$ cat config.mk
export PLATFORM = sky130hd
export DESIGN_NAME = mult_div_seq
export DESIGN_NICKNAME = d
export VERILOG_FILES = /design/src/rtl/mdu_pkg.sv /design/src/rtl/mdu_div_step.sv /design/src/rtl/mult_div_seq.sv
export SDC_FILE = /design/constraint.sdc
export NUM_CORES = 1
export LEC_CHECK = 0
export BUFFER_PORTS_ARGS = -buffer_cell sky130_fd_sc_hd__buf_2
export CORE_ASPECT_RATIO = 1.5
export CORE_MARGIN = 1
export CORE_UTILIZATION = 29
export CTS_CLUSTER_DIAMETER = 60
export DETAILED_ROUTE_END_ITERATION = 6
export GPL_ROUTABILITY_DRIVEN = 0
export SYNTH_ARGS = -nofsm -noshare
export SYNTH_HDL_FRONTEND = slang
export SYNTH_HIERARCHICAL = 1
export SYNTH_SLANG_ARGS = --single-unit
$ cat constraint.sdc
create_clock -name clk -period 7.26 [get_ports clk]
set_clock_uncertainty 0.05 [all_clocks]
set_input_delay 0.363 -clock clk [delete_from_list [all_inputs] [get_ports clk]]
set_output_delay 0.363 -clock clk [all_outputs]
set_load 0.03 [all_outputs]
$ cat src/rtl/mdu_pkg.sv
// Shared definitions for the sequential multiply/divide unit: FSM state
// encodings, counter sizing and the op-select code used by Control_unit.
package mdu_pkg;

  localparam int MDU_WIDTH = 32;
  // Counter wide enough to hold WIDTH-1 with headroom for the terminal compare.
  localparam int CNT_W     = $clog2(MDU_WIDTH) + 1;

  typedef enum logic [1:0] {
    IDLE = 2'd0,
    MULT = 2'd1,
    DIV  = 2'd2,
    FIN  = 2'd3
  } mdu_state_e;

  // Op-select code shared with Control_unit when it decodes MULT/DIV.
  typedef enum logic {
    OP_MULT = 1'b0,
    OP_DIV  = 1'b1
  } mdu_op_e;

endpackage

$ cat src/rtl/mdu_div_step.sv
// One restoring-division iteration on magnitudes: shift the next dividend
// bit into the partial remainder, trial-subtract the divisor, and keep the
// difference only if it did not go negative.
module mdu_div_step #(
  parameter int WIDTH = 32
) (
  input  logic [WIDTH-1:0] rem_i,
  input  logic [WIDTH-1:0] quo_i,
  input  logic [WIDTH-1:0] dvs_i,
  output logic [WIDTH:0]   rem_o,
  output logic [WIDTH-1:0] quo_o
);

  logic [WIDTH:0] shifted;
  logic [WIDTH:0] trial;

  // Trial subtract; bit WIDTH of the difference is the borrow.
  always_comb begin
    shifted = {rem_i, quo_i[WIDTH-1]};
    trial   = shifted - {1'b0, dvs_i};
    if (trial[WIDTH]) begin
      rem_o = shifted;
      quo_o = {quo_i[WIDTH-2:0], 1'b0};
    end else begin
      rem_o = trial;
      quo_o = {quo_i[WIDTH-2:0], 1'b1};
    end
  end

endmodule

$ cat src/rtl/mult_div_seq.sv
// Iterative signed multiply (radix-2 Booth) / divide (restoring) engine.
// One iteration per cycle over WIDTH cycles; results land in hi/lo as the
// FSM enters FIN, where done pulses for one cycle.
module mult_div_seq
  import mdu_pkg::*;
#(
  parameter int WIDTH = MDU_WIDTH
) (
  input  logic             clk,
  input  logic             reset,
  input  logic             mult_start,
  input  logic             div_start,
  input  logic [WIDTH-1:0] a_in,
  input  logic [WIDTH-1:0] b_in,
  output logic             busy,
  output logic             done,
  output logic             div0,
  output logic [WIDTH-1:0] hi_out,
  output logic [WIDTH-1:0] lo_out
);

  // Same sizing rule as mdu_pkg::CNT_W, applied to this instance's width.
  localparam int            CW   = $clog2(WIDTH) + 1;
  localparam logic [CW-1:0] LAST = CW'(WIDTH - 1);

  mdu_state_e       state_q, state_d;
  logic [CW-1:0]    cnt_q, cnt_d;
  logic [WIDTH:0]   acc_q, acc_d;     // Booth accumulator / partial remainder
  logic [WIDTH-1:0] mq_q, mq_d;       // multiplier / quotient
  logic [WIDTH-1:0] opnd_q, opnd_d;   // multiplicand / divisor magnitude
  logic             qm1_q, qm1_d;     // Booth q(-1) bit
  logic             qneg_q, qneg_d;   // quotient must be negated
  logic             rneg_q, rneg_d;   // remainder takes dividend's sign
  logic             div0_q, div0_d;
  logic [WIDTH-1:0] hi_q, hi_d, lo_q, lo_d;

  logic [WIDTH:0]   m_ext, booth_sum, booth_acc;
  logic [WIDTH-1:0] booth_mq;
  logic             booth_qm1;
  logic [WIDTH:0]   div_rem;
  logic [WIDTH-1:0] div_quo;

  // Booth step: add/subtract the sign-extended multiplicand, then shift the
  // whole {acc, mq, q-1} chain right arithmetically by one.
  always_comb begin
    m_ext = {opnd_q[WIDTH-1], opnd_q};
    case ({mq_q[0], qm1_q})
      2'b01:   booth_sum = acc_q + m_ext;
      2'b10:   booth_sum = acc_q - m_ext;
      default: booth_sum = acc_q;
    endcase
    {booth_acc, booth_mq, booth_qm1} = {booth_sum[WIDTH], booth_sum, mq_q};
  end

  mdu_div_step #(.WIDTH(WIDTH)) u_div_step (
    .rem_i (acc_q[WIDTH-1:0]),
    .quo_i (mq_q),
    .dvs_i (opnd_q),
    .rem_o (div_rem),
    .quo_o (div_quo)
  );

  // Next-state and datapath update; results are written on the FIN entry edge.
  always_comb begin
    // NOTE: every variable gets its hold value first so no path leaves one
    // unassigned, which would otherwise infer a latch.
    state_d = state_q;
    cnt_d   = cnt_q;
    acc_d   = acc_q;
    mq_d    = mq_q;
    opnd_d  = opnd_q;
    qm1_d   = qm1_q;
    qneg_d  = qneg_q;
    rneg_d  = rneg_q;
    div0_d  = div0_q;
    hi_d    = hi_q;
    lo_d    = lo_q;
    case (state_q)
      IDLE: begin
        cnt_d  = '0;
        acc_d  = '0;
        qm1_d  = 1'b0;
        div0_d = 1'b0;
        if (mult_start) begin
          state_d = MULT;
          mq_d    = b_in;
          opnd_d  = a_in;
        end else if (div_start) begin
          if (b_in != '0) begin
            state_d = DIV;
            mq_d    = a_in[WIDTH-1] ? -a_in : a_in;
            opnd_d  = b_in[WIDTH-1] ? -b_in : b_in;
            qneg_d  = a_in[WIDTH-1] ^ b_in[WIDTH-1];
            rneg_d  = a_in[WIDTH-1];
          end else begin
            state_d = FIN;
            div0_d  = 1'b1;
          end
        end
      end
      MULT: begin
        acc_d = booth_acc;
        mq_d  = booth_mq;
        qm1_d = booth_qm1;
        cnt_d = cnt_q + CW'(1);
        if (cnt_q == LAST) begin
          state_d = FIN;
          hi_d    = booth_acc[WIDTH-1:0];
          lo_d    = booth_mq;
        end
      end
      DIV: begin
        acc_d = div_rem;
        mq_d  = div_quo;
        cnt_d = cnt_q + CW'(1);
        if (cnt_q == LAST) begin
          state_d = FIN;
          lo_d    = qneg_q ? -div_quo : div_quo;
          hi_d    = rneg_q ? -div_rem[WIDTH-1:0] : div_rem[WIDTH-1:0];
        end
      end
      FIN:     state_d = IDLE;
      default: state_d = IDLE;
    endcase
  end

  // State register with synchronous reset of all state and accumulators.
  always_ff @(posedge clk) begin
    // NOTE: sequential state uses non-blocking assignments so every register
    // samples pre-edge values regardless of statement order.
    if (reset) begin
      state_q <= IDLE;
      cnt_q   <= '0;
      acc_q   <= '0;
      mq_q    <= '0;
      opnd_q  <= '0;
      qm1_q   <= 1'b0;
      qneg_q  <= 1'b0;
      rneg_q  <= 1'b0;
      div0_q  <= 1'b0;
      hi_q    <= '0;
      lo_q    <= '0;
    end else begin
      state_q <= state_d;
      cnt_q   <= cnt_d;
      acc_q   <= acc_d;
      mq_q    <= mq_d;
      opnd_q  <= opnd_d;
      qm1_q   <= qm1_d;
      qneg_q  <= qneg_d;
      rneg_q  <= rneg_d;
      div0_q  <= div0_d;
      hi_q    <= hi_d;
      lo_q    <= lo_d;
    end
  end

  assign busy   = (state_q == MULT) || (state_q == DIV);
  assign done   = (state_q == FIN);
  assign div0   = (state_q == FIN) && div0_q;
  assign hi_out = hi_q;
  assign lo_out = lo_q;

endmodule

# Yosys cells after proc, flatten, opt, wreduce, memory -nomap -nowiden

Cells that the tools add are included.

Add/sub/neg operators: 8
Equal/unequal tests: 11
Multiplexer cells: 31
Bitwise operators: 2
Reductions and logical operators: 16

Operator list:

| operator              | number |
|---|---|
| $mux W32              | 14 |
| $neg A32 Y32          | 4 |
| $pmux W32 S2          | 2 |
| $pmux W33 S3          | 1 |
| $pmux W32 S3          | 1 |
| $pmux W33 S2          | 1 |
| $add A33 B33 Y33      | 1 |
| $mux W33              | 1 |
| $sub A33 B32 Y33      | 1 |
| $sub A33 B33 Y33      | 1 |
| $reduce_bool A32 Y1   | 1 |
| $pmux W6 S2           | 1 |
| $reduce_bool A2 Y1    | 5 |
| $reduce_and A3 Y1     | 3 |
| $add A6 B1 Y6 const B | 1 |
| $eq A2 B2 Y1 const B  | 3 |
| $eq A6 B5 Y1 const B  | 1 |
| $mux W2               | 3 |
| $ne A3 B3 Y1 const B  | 2 |
| $pmux W2 S3           | 1 |
| $mux W1               | 5 |
| $eq A2 B1 Y1 const B  | 2 |
| $ne A2 B2 Y1 const B  | 2 |
| $reduce_and A4 Y1     | 1 |
| other kinds (10)      | 10 |

Register bits after elaboration: 173
Bits of input ports: 68
Word-level logic and storage cells: 79

# Longest topological paths before layout

Gate-level depths: netlist of run 1.

Depth after elaboration: 6
Gate-level depth with buffers: 25
Gate-level depth less buffers: 23

# Cells and area by module

Netlist of run 1, hierarchy kept.

Modules (own cells, without submodules):

| module       | instances | cells an instance | area each (um^2) |
|---|---|---|---|
| mult_div_seq | 1         | 1861              | 13436.6 |
| mdu_div_step | 1         | 387               | 2693.8 |

# Least setup slack after synthesis of run 1

Ideal clock, no wire load.

Path type: register -> register
Start: reg mq_q[31]
End: reg hi_q[24], in the netlist hi_out[24]
Library setup time: 0.134 ns
Arrival: 5.784 ns
Setup slack: 1.291 ns
Cell stages (with the launch flop): 24
Buffers on the path: 2
Period minus slack after synthesis: 5.969 ns
Path through: dfxtp_1 inv_1 ha_1 fa_1 or2b_1 a21oi_2 o21bai_4 a21oi_2 o2111ai_1 a311o_1 o211ai_1 ha_1 clkbuf_1 clkbuf_1 mux2_2 or4_1 or3_1 or3_1 o31ai_2 nand2_1 xor2_1 a21oi_1 o311a_1 nor3_1

Word-level cells in the longest chain between the ends: 6

RTL lines:

| what                   | RTL line            | text |
|---|---|---|
| from (decl)            | mult_div_seq.sv:29  | `logic [WIDTH-1:0] mq_q, mq_d;` |
| from (signal assigned) | mult_div_seq.sv:147 | `mq_q <= mq_d;` |
| $sub A33 B32 Y33       | mdu_div_step.sv:20  | `trial = shifted - {1'b0, dvs_i};` |
| $mux W33               | mdu_div_step.sv:21  | `if (trial[WIDTH]) begin` |
| named net div_rem[6]   | mult_div_seq.sv:40  | `logic [WIDTH:0] div_rem;` |
| $neg A32 Y32           | mult_div_seq.sv:119 | `hi_d = rneg_q ? -div_rem[WIDTH-1:0] : div_rem[WIDTH-1:0];` |
| $mux W32               | mult_div_seq.sv:119 |  |
| $mux W32               | mult_div_seq.sv:116 | `if (cnt_q == LAST) begin` |
| $pmux W32 S2           | mult_div_seq.sv:78  | `case (state_q)` |
| to (signal assigned)   | mult_div_seq.sv:153 | `hi_q <= hi_d;` |
| to (decl)              | mult_div_seq.sv:35  | `logic [WIDTH-1:0] hi_q, hi_d, lo_q, lo_d;` |

The timed path passes the listed nets, and every way through them passes these cells. The select of a mux whose other input is x is not followed.
A chain may end at the register's enable or synchronous reset.

# Worst setup path in the final report of run 1

Start: reg mq_q[31]
End: reg hi_q[25], in the netlist hi_out[25]

Same word-level chain as after synthesis.

==> results.sh, run 1 <==
export IMPL_status="completed"
export IMPL_port_buffers=134
export IMPL_ctsHoldBuffers=0
export IMPL_critPathBufInv=4
export IMPL_cts_tree="done"
export IMPL_routed_wl_um=59100
export IMPL_finalNetCount=2402
export IMPL_dieArea_um2=56600
export IMPL_setup_tns_ns=0
export IMPL_grt_max_degree=93
export IMPL_arrival_ns=7.05
export IMPL_hold_path_depth=5
export IMPL_start_util=0.294
export IMPL_async_reset_ff_frac=0
export IMPL_route_detailed_drc=0
export IMPL_fp_dieH_um=291
export IMPL_vias=16751
export IMPL_syn_inst=2248
export IMPL_yosysTopAreaCell="dfxtp_1"
export IMPL_final_cell_mix="306 x nand2_1, 236 x a21oi_1, 203 x nor2_1"
export IMPL_yosys_top_cells_area="dfxtp_1 21%, a21oi_1 7.3%, nand2_1 7.1%"
export IMPL_layout_setup_ws_ns=0.550
export IMPL_clock_sinks=173
export IMPL_cts_path_max_buffers=2
export IMPL_cpMaxStageDelayCell="nor3_1"
export IMPL_final_common_cell="nand2_1"
export IMPL_hpwlAfterDp_um=46200
export IMPL_drive_above_1_share=0.119
export IMPL_dp_slack_ns=0.728
export IMPL_grt_ovfl_total=0
export IMPL_synth_edf_count=0
export IMPL_hold_class="in -> reg"
export IMPL_cts_resized=0
export IMPL_crit_required_ns=7.60
export IMPL_cp_max_fo=20
export IMPL_max_slew_margin=0.233
export IMPL_cts_root_buffer="clkbuf_16"
export IMPL_yosys_warnings=6
export IMPL_routedWlPerCell_um=20.0
export IMPL_maxCapViolCount=0
export IMPL_syn_nets=2395
export IMPL_startpoint_type="flop"
export IMPL_final_max_slew_violation_count=0
export IMPL_viasPerCell=5.66
export IMPL_synth_main_ff_cell="dfxtp_1"
export IMPL_fp_row_count=105
export IMPL_drtIter0Drc=1502
export IMPL_avgSynthCellArea_um2=7.18
export IMPL_worstHoldStart="a_in[9]"
export IMPL_critPathKind="reg -> reg"
export IMPL_netlist_area_um2=16100
export IMPL_die_w_um=195
export IMPL_clkSlewWorstSetupHoldPaths_ns=0.07
export IMPL_crit_family="compound AO/OA/AOI/OAI gates"
export IMPL_min_period_ns=6.71
export IMPL_ys_types=95
export IMPL_core_area_um2=54800
export IMPL_fmax_mhz=149
export IMPL_antennaDiodeCount=0
export IMPL_finalHoldViolations=0
export IMPL_post_route_period_util=0.924
export IMPL_antenna_found_initial=0
export IMPL_path_cells="inv_1 -> ha_1 -> fa_1 -> or2b_1 -> a21oi_2 -> o21bai_4 -> a21oi_2 -> o2111ai_1 -> a311o_1 -> o211ai_1 -> ha_1 -> buf_4 -> inv_1 -> buf_4 -> o31ai_1 -> nor4_1 -> nand2_1 -> nor3_1 -> nand2_1 -> o41ai_1 -> xor2_1 -> a211oi_1 -> o21ai_0 -> a31oi_1"
export IMPL_ios=135
export IMPL_finalSetupViolCount=0
export IMPL_tightest_slew_ns=1.15
export IMPL_area_growth_pct=9.50
export IMPL_synth_top_area_frac=0.215
export IMPL_gr_usage_all_layers=0.205
export IMPL_reg2reg_slack_ns=0.55
export IMPL_post_cts_buffers=0
export IMPL_yosysSeqAreaShare=0.215
export IMPL_cp_end_kind="flop"
export IMPL_grt_pass1_wl_um=91400
export IMPL_dr_pass1_iters=5
export IMPL_synth_seq_cells=173
export IMPL_cts_htree_levels=4
export IMPL_critical_path_depth=24
export IMPL_clock_latency_ns=0.47
export IMPL_cts_buffers=17
export IMPL_powerDensity_nw_per_um2=311
export IMPL_p_leak_nw=6.86
export IMPL_rsz0062_at_grt="no"
export IMPL_rr_worst_depth=24
export IMPL_r2r_start="mq_q[31]"
export IMPL_ir_drop_mv=0.195
export IMPL_ant_nets=0
export IMPL_r2r_end="hi_out[25]"
export IMPL_max_stage_delay_ns=0.50
export IMPL_grt_pass1_vias=16001
export IMPL_whs_endpoint="opnd_q[9]"
==> worst min-delay path, stage by stage <==
cell and delay, ns:
buf_2 0.13, nand2_1 0.05, o21ai_0 0.06, nand2_1 0.07, a21oi_1 0.05
==> worst max-delay path by stage <==
stage / slack [ns] / endpoint / start
6_report: 0.55 / hi_out[25] / mq_q[31]
5_1_grt: 0.05 / hi_out[25] / mq_q[31]
4_1_cts: 0.66 / hi_out[25] / mq_q[31]
3_5_place_dp: 0.73 / hi_out[25] / mq_q[31]
3_3_place_gp: 0.76 / hi_out[25] / mq_q[31]
2_1_floorplan: 1.29 / hi_out[24] / mq_q[31]
==> synthesized netlist by cell type, types with 6 or more instances <==
cell      count
a222oi_1      6
a21o_1       23
a221oi_1      6
o21a_1       10
o31ai_1      35
o21ai_1      11
nand2b_1     23
o211ai_1     40
dfxtp_1     173
mux2i_1      20
or4_1        15
nand3_1      36
ha_1         77
clkbuf_1    109
o21bai_1      7
mux2_2       22
nand2_1     306
buf_4        35
a22o_1       13
nand4_1      17
or2_2         8
and2_1       14
a211o_1       7
a22oi_1      53
a21oi_1     236
a21oi_2       6
a21boi_0      6
o22ai_1       7
inv_1        71
a31oi_1      20
o21ai_0     151
xor2_1      111
or3_1        14
xnor2_1      79
nor3_1       38
a211oi_1     62
o41ai_1      18
nor4_1       14
buf_2        13
buf_1        13
and3_1       13
nor2_1      203
nor2b_1      19
==> report_power, final <==
group | switching, mW | leakage [nW] | internal [mW]
combinational | 2.17 | 5.19 | 1.13
clock | 0.445 | 0.272 | 0.482
sequential | 0.215 | 1.41 | 1.06
==> through the flow <==
stage	utilization	hold slack (ns)	instances	area, µm²	power [mW]
2_1_floorplan	-	0.402	2248	16100	3.69
3_3_place_gp	0.312	0.388	2931	17100	4.46
3_5_place_dp	0.312	0.391	2931	17100	4.51
4_1_cts	0.322	0.242	2962	17700	5.44
5_1_grt	0.322	0.274	2962	17700	5.85
6_report	0.322	0.263	2962	17700	5.50
==> layout make-up <==
cell class | count | area (µm²)
clock buffer | 19 | 433
clock inverter | 12 | 130
fill | 5798 | 37100
inverter | 72 | 270
multi-input combinational | 1830 | 11600
sequential | 173 | 3460
tap | 695 | 870
timing repair buffer | 161 | 878
==> kinds of logic (layout without fill, tap and decap cells) <==
logic type / Yosys count / in the layout / share of synthesized area
compound gates: 770 / 770 / 0.312
fa+ha+maj: 79 / 79 / 0.0622
flops: 173 / 173 / 0.215
simple gates: 749 / 749 / 0.213
buf+inv: 245 / 264 / 0.0676
mux: 42 / 42 / 0.0278
xor+xnor: 190 / 190 / 0.103
==> sequential cells by signal, summed over array words and instances (netlist names) <==
signal and count:
cnt_q 6, qneg_q 1, state_q 2, hi_out 32
qm1_q 1, lo_out 32, mq_q 32, acc_q 33
opnd_q 32, div0_q 1, rneg_q 1
==> per-layer routing <==
metal	GRT usage	wire length [µm]
met1	0.218	21900
met2	0.368	30000
met3	0.0234	2740
met4	0.156	4500
met5	0	0
Power figures use the tool's default switching activity.
==> run 2: changes to the inputs <==
- PLACE_DENSITY: unset -> 0.5
==> run 2 against run 1 <==
Compared with the run above:
- register-to-register slack better by 0.04 ns
- clock-buffer cell count did not move
- non-clock buffer count increased by 2
- design area is 0.23% higher
- sequential share of layout area is essentially flat
- fmax grew 0.66%
- final cell count up 0.10%
- combinational power about the same
- via count down 1.5%
- wire length up 1.7%
- highest routed layer unchanged
==> results.sh, run 2 (synthesized netlist as in run 1, its figures left out) <==
export IMPL_n_fill_cell=5948
export IMPL_die_w_um=195
export IMPL_ios=135
export IMPL_area_growth_pct=9.76
export IMPL_cts_htree_levels=4
export IMPL_crit_family="compound AO/OA/AOI/OAI gates"
export IMPL_grt_max_degree=82
export IMPL_dieArea_um2=56600
export IMPL_grt_pass1_wl_um=92100
export IMPL_p_leak_nw=6.88
export IMPL_cts_tree="done"
export IMPL_critPathBufInv=3
export IMPL_clock_power_share=0.172
export IMPL_start_util=0.294
export IMPL_ctsHoldBuffers=0
export IMPL_final_cell_mix="306 x nand2_1, 236 x a21oi_1, 202 x nor2_1"
export IMPL_maxCapViolCount=0
export IMPL_viasPerCell=5.57
export IMPL_cp_end_kind="flop"
export IMPL_setup_tns_ns=0
export IMPL_cp_max_fo=18
export IMPL_rsz0062_at_grt="no"
export IMPL_vias=16504
export IMPL_gr_usage_all_layers=0.209
export IMPL_routedWlPerCell_um=20.3
export IMPL_cpMaxStageDelayCell="or4_1"
export IMPL_dr_pass1_iters=6
export IMPL_finalHoldViolations=0
export IMPL_pwr_share_comb=0.597
export IMPL_clock_sinks=173
export IMPL_finalSetupViolCount=0
export IMPL_post_cts_buffers=0
export IMPL_multiInputGateArea_um2=11600
export IMPL_drtIter0Drc=1128
export IMPL_crit_required_ns=7.54
export IMPL_path_cells="inv_1 -> ha_1 -> fa_1 -> or2b_1 -> a21oi_2 -> o21bai_4 -> a21oi_2 -> o2111ai_1 -> a311o_1 -> o211ai_1 -> ha_1 -> inv_1 -> buf_4 -> or4b_1 -> o311ai_1 -> or4_1 -> nor4_1 -> nand3_1 -> o31ai_1 -> xnor2_1 -> a221oi_1 -> a211oi_1"
export IMPL_routed_wl_um=60100
export IMPL_critPathKind="reg -> reg"
export IMPL_fmax_mhz=150
export IMPL_startpoint_type="flop"
export IMPL_max_stage_delay_ns=0.66
export IMPL_powerDensity_nw_per_um2=312
export IMPL_clkSlewWorstSetupHoldPaths_ns=0.08
export IMPL_status="completed"
export IMPL_cts_root_buffer="clkbuf_16"
export IMPL_post_route_period_util=0.918
export IMPL_cts_buffers=17
export IMPL_antenna_found_initial=0
export IMPL_largest_register="acc_q"
export IMPL_fp_row_count=105
export IMPL_hpwlAfterDp_um=47100
export IMPL_internal_power_mw=2.69
export IMPL_seq_area_um2=3460
export IMPL_finalNetCount=2404
export IMPL_min_period_ns=6.67
export IMPL_arrival_ns=6.94
export IMPL_ant_nets=0
export IMPL_largest_reg_flops=33
export IMPL_final_max_slew_violation_count=0
export IMPL_cts_path_max_buffers=2
export IMPL_grt_ovfl_total=0
export IMPL_utilization=0.323
export IMPL_p_seq_frac=0.231
export IMPL_antennaDiodeCount=0
export IMPL_core_area_um2=54800
export IMPL_hold_class="in -> reg"
export IMPL_switchingPower_mw=2.83
export IMPL_fp_dieH_um=291
export IMPL_final_common_cell="nand2_1"
export IMPL_switching_share=0.513
export IMPL_ir_drop_mv=0.183
export IMPL_max_slew_margin=0.288
export IMPL_clock_latency_ns=0.47
export IMPL_port_buffers=134
export IMPL_tightest_slew_ns=1.06
export IMPL_cts_resized=0
export IMPL_route_detailed_drc=0
export IMPL_drive_above_1_share=0.120
export IMPL_grt_pass1_vias=15917
[run 2: cell count changes in the layout (fill, tap and decap cells not counted), sizes merged]
cell | before | now
buf | 161 | 163
clkinvlp | 2 | 3
[run 2: final cells by class]
type,count,share of cell area
tap,695,0.0491
clock buffer,19,0.0245
inverter,72,0.0153
sequential,173,0.196
multi-input combinational,1830,0.656
clock inverter,13,0.00869
timing repair buffer,163,0.0505
[run 2: final timing paths]
kind,slack [ns],cells after the start,endpoint,from
max,0.59,22,hi_out[28],mq_q[31]
min,0.25,2,lo_out[30],reset
max reg2reg,0.59,22,hi_out[28],mq_q[31]
min reg2reg,0.39,2,hi_out[12],hi_out[12]
[run 2: per-stage QoR]
step / setup WS (ns) / cells / power (mW) / hold slack, ns / instance area (µm²)
after floorplan: 1.29 / 2248 / 3.69 / 0.402 / 16100
after global placement: 0.734 / 2933 / 4.53 / 0.385 / 17100
after detailed placement: 0.629 / 2933 / 4.55 / 0.385 / 17100
after CTS: 0.607 / 2965 / 5.51 / 0.246 / 17700
after global routing: 0.0922 / 2965 / 5.90 / 0.281 / 17700
final: 0.594 / 2965 / 5.52 / 0.251 / 17700
[run 2: layer usage]
metal  vias up  track usage  routed length, µm
li1       8103            -                  -
met1      7753        0.229              23400
met2       499        0.379              30400
met3       149       0.0216               2310
met4         0        0.141               4010
met5         -            0                  0
[run 2: power by group through the flow]
| stage | Combinational [mW] | Clock (mW) | Sequential [mW] |
|---|---|---|---|
| 2_1_floorplan | 2.51 | 0 | 1.18 |
| 3_3_place_gp | 3.24 | 0 | 1.29 |
| 3_5_place_dp | 3.25 | 0 | 1.30 |
| 4_1_cts | 3.27 | 0.971 | 1.27 |
| 5_1_grt | 3.60 | 1.00 | 1.30 |
| 6_report | 3.29 | 0.951 | 1.27 |
